==> src/rtl/fan_ramp_scheduler_if.sv <==
// Control/target/duty bundle between the target datapath, the scheduler and the six PWM drivers.
// Targets use a valid/ready handshake; duties and status are plain registered levels.
interface fan_ramp_scheduler_if;
   logic        i_enable;
   logic        i_target_valid;
   logic [41:0] i_targets;
   logic        o_target_ready;
   logic [6:0]  o_fan_1;
   logic [6:0]  o_fan_2;
   logic [6:0]  o_fan_3;
   logic [6:0]  o_fan_4;
   logic [6:0]  o_fan_5;
   logic [6:0]  o_fan_6;
   logic [2:0]  o_active_fan;
   logic        o_busy;

   modport master (
      output i_enable, i_target_valid, i_targets,
      input  o_target_ready, o_fan_1, o_fan_2, o_fan_3, o_fan_4, o_fan_5, o_fan_6,
             o_active_fan, o_busy
   );

   modport slave (
      input  i_enable, i_target_valid, i_targets,
      output o_target_ready, o_fan_1, o_fan_2, o_fan_3, o_fan_4, o_fan_5, o_fan_6,
             o_active_fan, o_busy
   );
endinterface

==> src/rtl/fan_ramp_scheduler.sv <==
// Round-robin slew-limited duty sequencer for six fans, one fan per CLK_DIV-cycle tick, one kick-start at a time.
// Duties are registered and change on the tick edge; targets are refused (ready low) only while a kick is held.
module fan_ramp_scheduler #(
   parameter int CLK_DIV      = 50000,
   parameter int STEP         = 5,
   parameter int KICK_PERCENT = 80,
   parameter int START_HOLD   = 25
) (
   input logic             i_clk,
   input logic             i_rst,
   fan_ramp_scheduler_if.slave bus
);
   localparam int PW = $clog2(CLK_DIV);
   localparam int HW = (START_HOLD > 1) ? $clog2(START_HOLD) : 1;

   localparam logic [1:0] ST_IDLE = 2'd0;
   localparam logic [1:0] ST_RUN  = 2'd1;
   localparam logic [1:0] ST_KICK = 2'd2;

   localparam logic [7:0]    STEP_8    = 8'(STEP);
   localparam logic [7:0]    KICK_8    = 8'(KICK_PERCENT);
   localparam logic [6:0]    KICK_7    = 7'(KICK_PERCENT);
   localparam logic [PW-1:0] PRESC_MAX = PW'(CLK_DIV - 1);
   localparam logic [HW-1:0] HOLD_INIT = HW'(START_HOLD - 1);

   logic [1:0]    state_q, state_d;
   logic [PW-1:0] presc_q, presc_d;
   logic [2:0]    idx_q, idx_d, idx_next;
   logic [HW-1:0] hold_q, hold_d;
   logic [6:0]    duty_q [6];
   logic [6:0]    duty_d [6];
   logic [6:0]    tgt_q  [6];
   logic [6:0]    tgt_d  [6];
   logic          tick;
   logic          ready;
   logic          capture;
   logic          busy;

   function automatic logic [6:0] clamp100(input logic [6:0] v);
      return (v > 7'd100) ? 7'd100 : v;
   endfunction

   // One bounded step toward the target; the down path never wraps below zero.
   function automatic logic [6:0] slew(input logic [6:0] d, input logic [6:0] t);
      logic [7:0] d8;
      logic [7:0] t8;
      logic [7:0] r;
      d8 = {1'b0, d};
      t8 = {1'b0, t};
      if (d8 < t8) begin
         r = ((d8 + STEP_8) > t8) ? t8 : (d8 + STEP_8);
      end else if (d8 > t8) begin
         r = ((d8 < STEP_8) || ((d8 - STEP_8) < t8)) ? t8 : (d8 - STEP_8);
      end else begin
         r = d8;
      end
      return 7'(r);
   endfunction

   function automatic logic [6:0] kick_exit(input logic [6:0] t);
      return ({1'b0, t} <= KICK_8) ? t : KICK_7;
   endfunction

   assign ready    = (state_q != ST_KICK);
   assign capture  = bus.i_target_valid && ready;
   assign tick     = (state_q != ST_IDLE) && (presc_q == PRESC_MAX);
   assign idx_next = (idx_q == 3'd5) ? 3'd0 : (idx_q + 3'd1);

   always_comb begin
      state_d = state_q;
      presc_d = presc_q;
      idx_d   = idx_q;
      hold_d  = hold_q;
      for (int i = 0; i < 6; i++) begin
         duty_d[i] = duty_q[i];
         tgt_d[i]  = capture ? clamp100(bus.i_targets[i*7 +: 7]) : tgt_q[i];
      end

      if (state_q == ST_IDLE) begin
         presc_d = '0;
         for (int i = 0; i < 6; i++) duty_d[i] = '0;
         if (bus.i_enable) state_d = ST_RUN;
      end else if (!bus.i_enable) begin
         state_d = ST_IDLE;
         presc_d = '0;
         idx_d   = '0;
         hold_d  = '0;
         for (int i = 0; i < 6; i++) duty_d[i] = '0;
      end else begin
         presc_d = tick ? '0 : (presc_q + 1'b1);
         // Updates read tgt_q, so a target captured on a tick edge waits for the next visit.
         if (tick) begin
            if (state_q == ST_KICK) begin
               if (hold_q != '0) begin
                  hold_d = hold_q - 1'b1;
               end else begin
                  duty_d[idx_q] = kick_exit(tgt_q[idx_q]);
                  idx_d         = idx_next;
                  state_d       = ST_RUN;
               end
            end else if ((duty_q[idx_q] == 7'd0) && (tgt_q[idx_q] != 7'd0)) begin
               duty_d[idx_q] = KICK_7;
               hold_d        = HOLD_INIT;
               state_d       = ST_KICK;
            end else begin
               duty_d[idx_q] = slew(duty_q[idx_q], tgt_q[idx_q]);
               idx_d         = idx_next;
            end
         end
      end
   end

   always_ff @(posedge i_clk or posedge i_rst) begin
      if (i_rst) begin
         state_q <= ST_IDLE;
         presc_q <= '0;
         idx_q   <= '0;
         hold_q  <= '0;
         for (int i = 0; i < 6; i++) begin
            duty_q[i] <= '0;
            tgt_q[i]  <= '0;
         end
      end else begin
         state_q <= state_d;
         presc_q <= presc_d;
         idx_q   <= idx_d;
         hold_q  <= hold_d;
         for (int i = 0; i < 6; i++) begin
            duty_q[i] <= duty_d[i];
            tgt_q[i]  <= tgt_d[i];
         end
      end
   end

   always_comb begin
      busy = (state_q == ST_KICK);
      for (int i = 0; i < 6; i++) begin
         if (duty_q[i] != tgt_q[i]) busy = 1'b1;
      end
   end

   assign bus.o_target_ready = ready;
   assign bus.o_fan_1        = duty_q[0];
   assign bus.o_fan_2        = duty_q[1];
   assign bus.o_fan_3        = duty_q[2];
   assign bus.o_fan_4        = duty_q[3];
   assign bus.o_fan_5        = duty_q[4];
   assign bus.o_fan_6        = duty_q[5];
   assign bus.o_active_fan   = idx_q;
   assign bus.o_busy         = busy;
endmodule
==> src/flat_wrapper.sv <==
// flat-port wrapper written by rule: the top's interface ports become plain ports
module fan_ramp_scheduler_flat 
#(
   parameter int CLK_DIV      = 50000,
   parameter int STEP         = 5,
   parameter int KICK_PERCENT = 80,
   parameter int START_HOLD   = 25
)
  (i_clk, i_rst, bus_i_enable, bus_i_target_valid, bus_i_targets, bus_o_target_ready, bus_o_fan_1, bus_o_fan_2, bus_o_fan_3, bus_o_fan_4, bus_o_fan_5, bus_o_fan_6, bus_o_active_fan, bus_o_busy);
  fan_ramp_scheduler_if bus_i ();
  input logic i_clk;
  input logic i_rst;
  input wire logic [$bits(bus_i.i_enable)-1:0] bus_i_enable;
  input wire logic [$bits(bus_i.i_target_valid)-1:0] bus_i_target_valid;
  input wire logic [$bits(bus_i.i_targets)-1:0] bus_i_targets;
  output wire logic [$bits(bus_i.o_target_ready)-1:0] bus_o_target_ready;
  output wire logic [$bits(bus_i.o_fan_1)-1:0] bus_o_fan_1;
  output wire logic [$bits(bus_i.o_fan_2)-1:0] bus_o_fan_2;
  output wire logic [$bits(bus_i.o_fan_3)-1:0] bus_o_fan_3;
  output wire logic [$bits(bus_i.o_fan_4)-1:0] bus_o_fan_4;
  output wire logic [$bits(bus_i.o_fan_5)-1:0] bus_o_fan_5;
  output wire logic [$bits(bus_i.o_fan_6)-1:0] bus_o_fan_6;
  output wire logic [$bits(bus_i.o_active_fan)-1:0] bus_o_active_fan;
  output wire logic [$bits(bus_i.o_busy)-1:0] bus_o_busy;
  assign bus_i.i_enable = bus_i_enable;
  assign bus_i.i_target_valid = bus_i_target_valid;
  assign bus_i.i_targets = bus_i_targets;
  assign bus_o_target_ready = bus_i.o_target_ready;
  assign bus_o_fan_1 = bus_i.o_fan_1;
  assign bus_o_fan_2 = bus_i.o_fan_2;
  assign bus_o_fan_3 = bus_i.o_fan_3;
  assign bus_o_fan_4 = bus_i.o_fan_4;
  assign bus_o_fan_5 = bus_i.o_fan_5;
  assign bus_o_fan_6 = bus_i.o_fan_6;
  assign bus_o_active_fan = bus_i.o_active_fan;
  assign bus_o_busy = bus_i.o_busy;
  fan_ramp_scheduler #(.CLK_DIV(CLK_DIV), .STEP(STEP), .KICK_PERCENT(KICK_PERCENT), .START_HOLD(START_HOLD)) u_core (.i_clk(i_clk), .i_rst(i_rst), .bus(bus_i));
endmodule
==> config.mk <==
export PLATFORM = sky130hd
export DESIGN_NAME = fan_ramp_scheduler_flat
export DESIGN_NICKNAME = d
export VERILOG_FILES = /design/src/rtl/fan_ramp_scheduler_if.sv /design/src/rtl/fan_ramp_scheduler.sv /design/src/flat_wrapper.sv
export SDC_FILE = /design/constraint.sdc
export NUM_CORES = 1
export LEC_CHECK = 0
export CORE_ASPECT_RATIO = 1.1
export CORE_MARGIN = 3
export CORE_UTILIZATION = 46
export CTS_CLUSTER_DIAMETER = 100
export DETAILED_ROUTE_END_ITERATION = 10
export PLACE_DENSITY = 0.71
export SYNTH_ARGS = -nofsm -noshare
export SYNTH_HDL_FRONTEND = slang
export SYNTH_SLANG_ARGS = --single-unit
==> constraint.sdc <==
create_clock -name i_clk -period 4.35 [get_ports i_clk]
set_input_delay 0.6525 -clock i_clk [delete_from_list [all_inputs] [get_ports i_clk]]
set_output_delay 0.6525 -clock i_clk [all_outputs]
set_load 0.1 [all_outputs]
==> impl_metrics.py, run 1 <==
metrics = {
    "outcome": {
        "status": "complete, no violations",
    },
    "global_route": {
        "antenna_found_initial": 0,
        "track_usage_pct": 28.0,
        "busiest_layer": "met2",
        "grt_pass1_wl_um": 38400,
        "grt_max_degree": 61,
        "grtUsageMet3_pct": 4.93,
        "grt_pass1_vias": 6718,
        "gr-total-overflow": 0,
        "met2_usage_pct": 44.8,
        "grtUsageMet1_pct": 37.4,
    },
    "critical_path": {
        "crit_path_end_kind": "flop",
        "critPathKind": "flop to flop",
        "critPathRequiredTime_ps": 4590,
        "critPathMaxStageDelay_ps": 510,
        "worstPathArrival_ps": 4420,
        "startpoint_type": "flop",
        "crit_chain": "buf_4, inv_1, nor3_2, buf_4, a221o_1, inv_1, ha_1, nand4_1, a21oi_1, or3_1, nand2_1, o21bai_2, o2111ai_1, a221oi_2, buf_4, a221o_1",
        "crit_path_frequent_cell": "buf_4",
        "critPathMaxFanout": 12,
        "cp_slowest_cell": "dfrtp_4",
    },
    "cts": {
        "cts_tree": "built",
        "cts.clk_slew.worst_paths_ps": 70,
        "clockRootBuffer": "clkbuf_16",
        "cts.sinks": 110,
        "cts_buffers": 9,
        "clk_latency_ps": 360,
        "cts_max_path_buffers": 2,
        "htreeDepth": 3,
    },
    "floorplan": {
        "die-width_um": 127,
        "die_area_um2": 17600,
        "ios": 93,
        "start_util_pct": 48.0,
        "coreArea_um2": 15300,
        "row_count": 47,
        "fp.dieH_um": 139,
    },
    "layout": {
        "diodes": 0,
        "regArea_um2": 2760,
        "drive_above_1_share_pct": 13.8,
        "final_nets": 1039,
        "multi_input_area_um2": 4360,
        "nFillCells": 1351,
        "syn2layout_area_growth_pct": 24.8,
    },
    "pwr": {
        "total_power_mw": 6.00,
        "ir_worst_vdd_mv": 0.302,
        "power.switching_mw": 3.02,
        "clkPwrFrac_pct": 13.1,
        "p_per_area_nw_per_um2": 653,
        "total_leakage_power_nw": 3.99,
        "swShare_pct": 50.3,
        "power_frac_comb_pct": 62.9,
        "power_frac_seq_pct": 24.0,
        "p_int_mw": 2.98,
    },
    "sta": {
        "slew_headroom_pct": 21.2,
        "worst_slack_ps": 174,
        "slew_violations": 0,
        "fin_crit_sh_pct": 96.0,
        "finalCriticalPeriod_ps": 4180,
        "finClkSkew_ps": 8.61,
        "worst_pin_slew_ps": 1180,
        "fin_tns_setup_ps": 0,
        "max_freq_mhz": 239,
        "setup_viol": 0,
        "final_hold_viol_count": 0,
    },
    "detailed_routing": {
        "wl_um": 24800,
        "dr_total_vias": 7073,
        "final_antenna_net_count": 0,
        "avgViaCountPerCell": 6.06,
        "drt_iter0_markers": 654,
        "drc": 0,
        "wl_per_cell_um": 21.3,
        "first_pass_iters": 6,
    },
    "placement": {
        "gp_congestion": 0.984,
        "hpwl_um": 19100,
        "place_ws_ps": 38.3,
        "io_buffers": 92,
    },
    "synthesis": {
        "ys_seq_elements": 110,
        "synth-seq-area-share_pct": 37.4,
        "synthArstFlopShare_pct": 100,
        "synth_common_cells": "nand2_1, dfrtp_1, nor2_1",
        "synth_cell_type_count": 75,
        "yosys_warnings": 0,
        "netlist_area_um2": 7360,
        "synthDominantCellAreaShare_pct": 37.4,
        "synth.area.top_cells": "dfrtp_1, nand2_1, xnor2_1",
        "syn_area_per_cell_um2": 8.81,
        "synth-main-ff-cell": "dfrtp_1",
        "syn-num-nets": 907,
        "synth_edf_count": 0,
        "synth_cells": 836,
        "synth_top_area_cell": "dfrtp_1",
        "yosysMostFrequentCell": "nand2_1",
    },
    "hold_path": {
        "hold_class": "flop to flop",
    },
    "flow_run": {
        "drv_cap": 0,
    },
}
==> layout make-up <==
type                    instances  area share, %
repair buffers                153           15.3
flip-flops and latches        110           30.1
inverters                      38           1.58
multi-input cells             656           47.5
well taps                     196           2.67
clock inverters                 6          0.517
clock buffers                   9           2.45
==> kinds of logic after synthesis <==
kind of cell	Yosys count	share of synthesized area [%]
AO/OA/AOI/OAI	231	22.0
XOR/XNOR	64	7.61
adder cells (fa/ha/maj)	25	4.25
buffers and inverters	71	4.67
flip-flops	110	37.4
multiplexers	23	3.62
AND/OR/NAND/NOR	312	20.4
==> registers in the layout, summed over array words and instances, names as in the netlist <==
signal / cells
u_core.bus.o_fan_4: 7
u_core.bus.o_fan_5: 7
u_core.bus.o_active_fan: 3
u_core.bus.o_fan_2: 7
u_core.tgt_q: 42
u_core.hold_q: 5
u_core.bus.o_fan_3: 7
u_core.bus.o_fan_6: 7
u_core.state_q: 2
u_core.bus.o_fan_1: 7
u_core.presc_q: 16
==> path summary, 6_finish.rpt <==
kind / startpoint / cells after the start / slack (ps) / endpoint
setup / recovery: u_core.bus.o_active_fan[2] / 16 / 170 / u_core.bus.o_fan_5[5]
hold / removal: u_core.presc_q[0] / 1 / 460 / u_core.presc_q[0]
setup reg to reg: u_core.bus.o_active_fan[2] / 16 / 170 / u_core.bus.o_fan_5[5]
hold reg to reg: u_core.presc_q[0] / 1 / 460 / u_core.presc_q[0]
max in group asynchronous: i_rst / 3 / 2810 / u_core.bus.o_fan_5[2]
min in group asynchronous: i_rst / 2 / 750 / u_core.hold_q[1]
==> worst max-delay path: cells and delay by family (launching register included) <==
family | cells | cell delay (ps)
buf+inv | 5 | 880
flops | 1 | 510
fa+ha+maj | 1 | 300
compound gates | 6 | 1350
simple gates | 4 | 990
==> power groups by stage <==
stage,Sequential (mW),Clock [mW],Combinational [mW]
finish,1.44,0.784,3.78
global route,1.47,0.834,4.09
CTS,1.44,0.790,3.56
detailed placement,1.45,0,3.54
global placement,1.45,0,3.52
floorplan,1.64,0,2.24
==> metal layers <==
metal  share of wire, %  routed length, um  vias up
met1                 41              10100     3378
met5                  0                  0        -
li1                   -                  -     3273
met4                4.5               1120        0
met3                7.2               1780       84
met2                 48              11900      338
==> repair_timing <==
item                                    in CTS  in global routing
resized for setup                            0                  7
hold buffers                                 0                  0
endpoints found under the setup margin       0                 42
buffers inserted                             0                 12
==> cells in the final DEF (no fill, tap or decap), drive strengths merged, types with 5 or more instances in the layout <==
master and instances:
nand2 123, dfrtp 110, clkdlybuf4s50 91, o21ai 69
nor2 68, buf 62, xnor2 46, a21oi 43
inv 37, nand3 28, a22oi 28, ha 25
nor3 19, xor2 18, nor2b 15, a22o 14
nand4 12, mux2i 12, nand2b 11, a221o 11
clkbuf 9, mux2 9, and3 8, a31oi 8
a21o 8, o211ai 8, o31ai 7, nor4 6
clkinv 6, o21a 5, a211oi 5
==> stage by stage <==
step / cells / hold slack (ps) / cell area [um2] / util (%)
6_report: 1168 / 462 / 9190 / 59.9
3_5_place_dp: 1140 / 451 / 8780 / 57.2
2_1_floorplan: 836 / 425 / 7420 / -
3_3_place_gp: 1140 / 442 / 8780 / 57.2
4_1_cts: 1155 / 461 / 9050 / 59.0
5_1_grt: 1168 / 487 / 9190 / 59.9
Power figures use the tool's default switching activity.
==> inputs of run 2 (changes only) <==
--- a/config.mk
+++ b/config.mk
@@ -8,9 +8,11 @@
 export CORE_ASPECT_RATIO = 1.1
 export CORE_MARGIN = 3
 export CORE_UTILIZATION = 46
-export CTS_CLUSTER_DIAMETER = 100
+export CTS_CLUSTER_DIAMETER = 150
 export DETAILED_ROUTE_END_ITERATION = 10
+export GPL_ROUTABILITY_DRIVEN = 0
 export PLACE_DENSITY = 0.71
+export RECOVER_POWER = 50
 export SYNTH_ARGS = -nofsm -noshare
 export SYNTH_HDL_FRONTEND = slang
 export SYNTH_SLANG_ARGS = --single-unit
==> impl_metrics.py, run 2 (same netlist as run 1, synthesis figures left out) <==
metrics = {
    "sta": {
        "fin_crit_sh_pct": 96.7,
        "slew_violations": 87,
        "finalCriticalPeriod_ps": 4210,
        "final_hold_viol_count": 0,
        "setup_viol": 0,
        "max_freq_mhz": 238,
        "slew_headroom_pct": -57.4,
        "worst_pin_slew_ps": 2350,
        "fin_tns_setup_ps": 0,
        "finClkSkew_ps": 11.6,
        "worst_slack_ps": 141,
    },
    "cts": {
        "cts_max_path_buffers": 2,
        "clockRootBuffer": "clkbuf_16",
        "htreeDepth": 3,
        "cts.clk_slew.worst_paths_ps": 80,
        "cts.sinks": 110,
        "clk_latency_ps": 370,
        "cts_buffers": 9,
        "cts_tree": "built",
    },
    "global_route": {
        "grt_max_degree": 56,
        "antenna_found_initial": 0,
        "grt_pass1_vias": 7150,
        "track_usage_pct": 27.9,
        "gr-total-overflow": 0,
        "grt_pass1_wl_um": 38700,
    },
    "critical_path": {
        "critPathMaxFanout": 6,
        "critPathRequiredTime_ps": 4600,
        "critPathBufInv": 2,
        "worstPathArrival_ps": 4450,
        "crit_chain": "mux4_2, a22oi_2, inv_1, ha_2, o2111ai_2, xnor2_1, ha_1, a21oi_2, inv_1, o31ai_4, a21boi_4, mux2i_2, a211oi_2, nor3_4, o21ai_1",
        "critPathKind": "flop to flop",
        "crit_path_frequent_cell": "inv_1",
        "cp_top_family": "compound AO/OA/AOI/OAI gates",
        "startpoint_type": "flop",
        "critPathMaxStageDelay_ps": 530,
        "cp_slowest_cell": "mux4_2",
        "crit_path_end_kind": "flop",
    },
    "pwr": {
        "ir_worst_vdd_mv": 0.304,
        "p_per_area_nw_per_um2": 664,
        "total_leakage_power_nw": 4.04,
    },
    "detailed_routing": {
        "final_antenna_net_count": 0,
        "avgViaCountPerCell": 6.18,
        "wl_um": 24800,
        "drc": 0,
        "first_pass_iters": 6,
        "wl_per_cell_um": 21.1,
        "drt_iter0_markers": 758,
        "dr_total_vias": 7267,
    },
    "layout": {
        "final_nets": 1046,
        "layout_commonest_cell": "nand2_1",
        "drive_above_1_share_pct": 14.4,
        "largest_reg_flops": 42,
        "diodes": 0,
        "final_cell_mix": "nand2_1, dfrtp_1, clkdlybuf4s50_1",
        "fin_area_um2": 9280,
        "syn2layout_area_growth_pct": 26.1,
        "top_register": "u_core.tgt_q",
        "top_regs": "u_core.tgt_q x42, u_core.presc_q x16",
    },
    "floorplan": {
        "row_count": 47,
        "die-width_um": 127,
        "die_area_um2": 17600,
        "ios": 93,
        "start_util_pct": 48.0,
        "coreArea_um2": 15300,
        "fp.dieH_um": 139,
    },
    "outcome": {
        "violations": "max-capacitance violations, max-slew violations",
        "status": "finished with violations",
    },
    "placement": {
        "io_buffers": 92,
        "place_ws_ps": -16.4,
        "hpwl_um": 19100,
        "place_area_um2": 8810,
    },
    "hold_path": {
        "hold_class": "flop to flop",
    },
    "flow_run": {
        "drv_cap": 2,
    },
}
## run 2: cell types whose count changed in the layout (fill, tap and decap cells not counted), sizes merged
| cell | change |
|---|---|
| clkdlybuf4s50 | -8 |
| dlygate4sd3 | +8 |
| buf | +4 |
| clkbuf | +4 |
| clkinv | -3 |
| inv | +3 |
| a21boi | -1 |
| clkinvlp | +1 |
## run 2: power by group
| group | switching [mW] | total [mW] | leakage (nW) | internal, mW |
|---|---|---|---|---|
| Combinational | 2.43 | 3.90 | 2.45 | 1.47 |
| Clock | 0.425 | 0.829 | 0.142 | 0.404 |
| Sequential | 0.233 | 1.44 | 1.44 | 1.21 |
## run 2: timing repair
| item | 4_1_cts | 5_1_grt |
|---|---|---|
| cloned | 0 | 0 |
| buffers inserted | 3 | 9 |
| setup endpoints to repair | 6 | 42 |
| pin swaps | 0 | 8 |
| resized for setup | 1 | 14 |
| hold buffers | 0 | 0 |
## run 2: cell type report
cell class / count / area, um2
clock buffer: 9 / 225
timing repair buffer: 161 / 1460
tap: 196 / 245
inverter: 38 / 144
sequential: 110 / 2760
multi-input combinational: 655 / 4390
fill: 1327 / 6070
clock inverter: 7 / 63.8
## run 2: stage by stage
stage,hold WS [ps],util [%],power [mW],cells
finish,484,60.5,6.17,1176
global route,513,60.5,6.51,1176
floorplan,425,-,3.88,836
detailed placement,478,57.4,4.98,1148
CTS,489,59.6,5.83,1167
global placement,443,57.4,4.95,1148
## run 2: routing by layer
layer | track usage, % | part of all wire (%) | vias up | routed length, um
met2 | 44.6 | 46 | 435 | 11400
met4 | 15.9 | 5.7 | 0 | 1420
li1 | - | - | 3294 | -
met5 | 0 | 0 | - | 0
met3 | 4.28 | 8.2 | 105 | 2030
met1 | 35.9 | 40 | 3433 | 9910
## run 2: final timing paths
kind / from / endpoint / slack (ps) / cells after the start
worst min register to register: u_core.presc_q[0] / u_core.presc_q[0] / 480 / 1
min in group asynchronous: i_rst / u_core.hold_q[1] / 1370 / 2
max in group asynchronous: i_rst / u_core.bus.o_active_fan[0] / 790 / 3
worst max register to register: u_core.bus.o_active_fan[0] / u_core.bus.o_fan_5[6] / 140 / 15
worst min-delay path: u_core.presc_q[0] / u_core.presc_q[0] / 480 / 1
worst max-delay path: u_core.bus.o_active_fan[0] / u_core.bus.o_fan_5[6] / 140 / 15
## run 2: worst register-to-register path: stages (launching register included)
cell,delay (ps)
dfrtp_2,460
mux4_2,530
a22oi_2,250
inv_1,170
ha_2,250
o2111ai_2,210
xnor2_1,180
ha_1,300
a21oi_2,160
inv_1,80
o31ai_4,220
a21boi_4,350
mux2i_2,320
a211oi_2,130
nor3_4,350
o21ai_1,130
==> inputs of run 3 (changes only) <==
--- a/config.mk
+++ b/config.mk
@@ -13,6 +13,7 @@
 export GPL_ROUTABILITY_DRIVEN = 0
 export PLACE_DENSITY = 0.71
 export RECOVER_POWER = 50
+export REMOVE_ABC_BUFFERS = 1
 export SYNTH_ARGS = -nofsm -noshare
 export SYNTH_HDL_FRONTEND = slang
 export SYNTH_SLANG_ARGS = --single-unit
==> impl_metrics.py, run 3 (same netlist as run 1, synthesis figures left out) <==
metrics = {
    "outcome": {
        "status": "finished with violations",
        "violations": "max-capacitance violations, max-slew violations",
    },
    "critical_path": {
        "critPathMaxStageDelay_ps": 460,
        "reg2reg_slack_ps": 200,
        "crit_chain": "buf_4, mux4_2, a22oi_2, inv_1, a21o_1, nand3_1, xnor2_1, ha_1, a21o_1, a21oi_1, inv_1, o31ai_1, a21boi_4, buf_4, nor2_1, a211oi_1, a221oi_2, buf_4, o21ai_0",
        "critPathMaxFanout": 9,
        "critPathBufInv": 5,
        "ff2ff_path_depth": 19,
        "cp_top_family": "compound AO/OA/AOI/OAI gates",
        "setup.worst_path.end": "u_core.bus.o_fan_5[1]",
        "worstPathArrival_ps": 4430,
        "crit_path_end_kind": "flop",
        "crit_start": "u_core.bus.o_active_fan[2]",
        "rr_endpoint": "u_core.bus.o_fan_5[1]",
        "reg2reg_from": "u_core.bus.o_active_fan[2]",
        "cp_num_cells": 19,
        "critPathKind": "flop to flop",
        "critPathRequiredTime_ps": 4630,
        "cp_slowest_cell": "dfrtp_2",
        "crit_path_frequent_cell": "buf_4",
        "startpoint_type": "flop",
    },
    "flow_run": {
        "drv_cap": 2,
    },
    "sta": {
        "rsz0062_at_grt": "yes",
        "worst_slack_ps": 201,
        "fin_crit_sh_pct": 95.4,
        "max_freq_mhz": 241,
        "final_hold_viol_count": 0,
        "slew_headroom_pct": -84.8,
        "slew_violations": 118,
        "setup_viol": 0,
        "worst_pin_slew_ps": 2770,
        "finClkSkew_ps": 10.6,
        "finalCriticalPeriod_ps": 4150,
    },
    "detailed_routing": {
        "avgViaCountPerCell": 6.13,
        "drc": 0,
        "dr_total_vias": 7139,
        "final_antenna_net_count": 0,
        "wl_per_cell_um": 20.7,
        "first_pass_iters": 5,
        "drt_iter0_markers": 700,
        "wl_um": 24200,
    },
    "hold_path": {
        "hold-path-cell-count": 1,
        "hold_class": "flop to flop",
    },
    "global_route": {
        "track_usage_pct": 27.5,
        "antenna_found_initial": 0,
        "grt_max_degree": 75,
        "grt_pass1_wl_um": 37900,
        "grt_pass1_vias": 6779,
        "gr-total-overflow": 0,
    },
    "cts": {
        "clockRootBuffer": "clkbuf_16",
        "cts_buffers": 9,
        "cts.clk_slew.worst_paths_ps": 70,
        "clk_latency_ps": 360,
        "cts.sinks": 110,
        "htreeDepth": 3,
        "cts_tree": "built",
        "cts_max_path_buffers": 2,
    },
    "layout": {
        "diodes": 0,
        "layout_commonest_cell": "nand2_1",
        "drive_above_1_share_pct": 11.8,
        "fin_area_um2": 9080,
        "stdcell_count": 1165,
        "top_register": "u_core.tgt_q",
        "final_cell_mix": "nand2_1, dfrtp_1, clkdlybuf4s50_1",
        "final_util_pct": 59.1,
        "final_nets": 1035,
        "syn2layout_area_growth_pct": 23.3,
        "largest_reg_flops": 42,
        "top_regs": "u_core.tgt_q x42, u_core.presc_q x16",
        "nFillCells": 1420,
    },
    "placement": {
        "hpwl_um": 18700,
        "place_area_um2": 8710,
        "io_buffers": 92,
        "place_ws_ps": -29.1,
        "dp.cells": 1142,
    },
    "pwr": {
        "ir_worst_vdd_mv": 0.311,
        "total_leakage_power_nw": 3.96,
        "p_per_area_nw_per_um2": 651,
        "total_power_mw": 5.90,
    },
    "floorplan": {
        "die-width_um": 127,
        "coreArea_um2": 15300,
        "die_area_um2": 17600,
        "fp.dieH_um": 139,
        "ios": 93,
        "start_util_pct": 48.0,
        "row_count": 47,
    },
}
-- run 3: where the power goes --
group	internal [mW]	leakage, nW	switching [mW]	total (mW)
Clock	0.393	0.127	0.389	0.782
Sequential	1.21	1.45	0.230	1.44
Combinational	1.34	2.38	2.34	3.69
Total	2.94	3.96	2.96	5.90
-- run 3: worst reg2reg max path, delay by kind of cell (launching register included) --
family                   cells  cell delay [ps]
multiplexers                 1              290
XOR/XNOR                     1              140
AO/OA/AOI/OAI                9             1940
flip-flops                   1              460
AND/OR/NAND/NOR              2              210
buffers and inverters        5              750
adder cells (fa/ha/maj)      1              270
-- run 3: metal layers --
metal / vias up / part of all wire, % / routed length, um / GRT usage, %
li1: 3274 / - / - / -
met1: 3404 / 41 / 9910 / 36.9
met2: 372 / 46 / 11100 / 42.7
met3: 89 / 7.3 / 1750 / 3.89
met4: 0 / 5.6 / 1360 / 15.2
met5: - / 0 / 0 / 0
-- run 3: cell type report --
type | count | area [um2] | area share, %
clock buffers | 12 | 236 | 2.61
clock inverters | 4 | 33.8 | 0.372
inverters | 38 | 143 | 1.57
multi-input cells | 656 | 4330 | 47.7
flip-flops and latches | 110 | 2760 | 30.4
well taps | 196 | 245 | 2.70
repair buffers | 149 | 1330 | 14.7
-- run 3: what timing repair did --
item,CTS,global route
gates cloned,0,1
setup buffers,0,6
setup endpoints to repair,9,42
resized for setup,2,17
pin swaps,0,6
hold buffers,0,0
-- run 3: worst min-delay path by stage --
stage,to,from,slack [ps]
floorplan,u_core.presc_q[0],u_core.presc_q[0],430
global placement,u_core.presc_q[0],u_core.presc_q[0],450
detailed placement,u_core.presc_q[0],u_core.presc_q[0],460
CTS,u_core.presc_q[0],u_core.presc_q[0],470
global route,u_core.presc_q[0],u_core.presc_q[0],510
finish,u_core.presc_q[0],u_core.presc_q[0],470
-- run 3: metrics by stage --
step	TNS (ps)	hold WS, ps
after global routing	-19.4	510
after CTS	0	470
final	0	468
after global placement	0	452
after floorplan	-38800	425
after detailed placement	-37.6	460
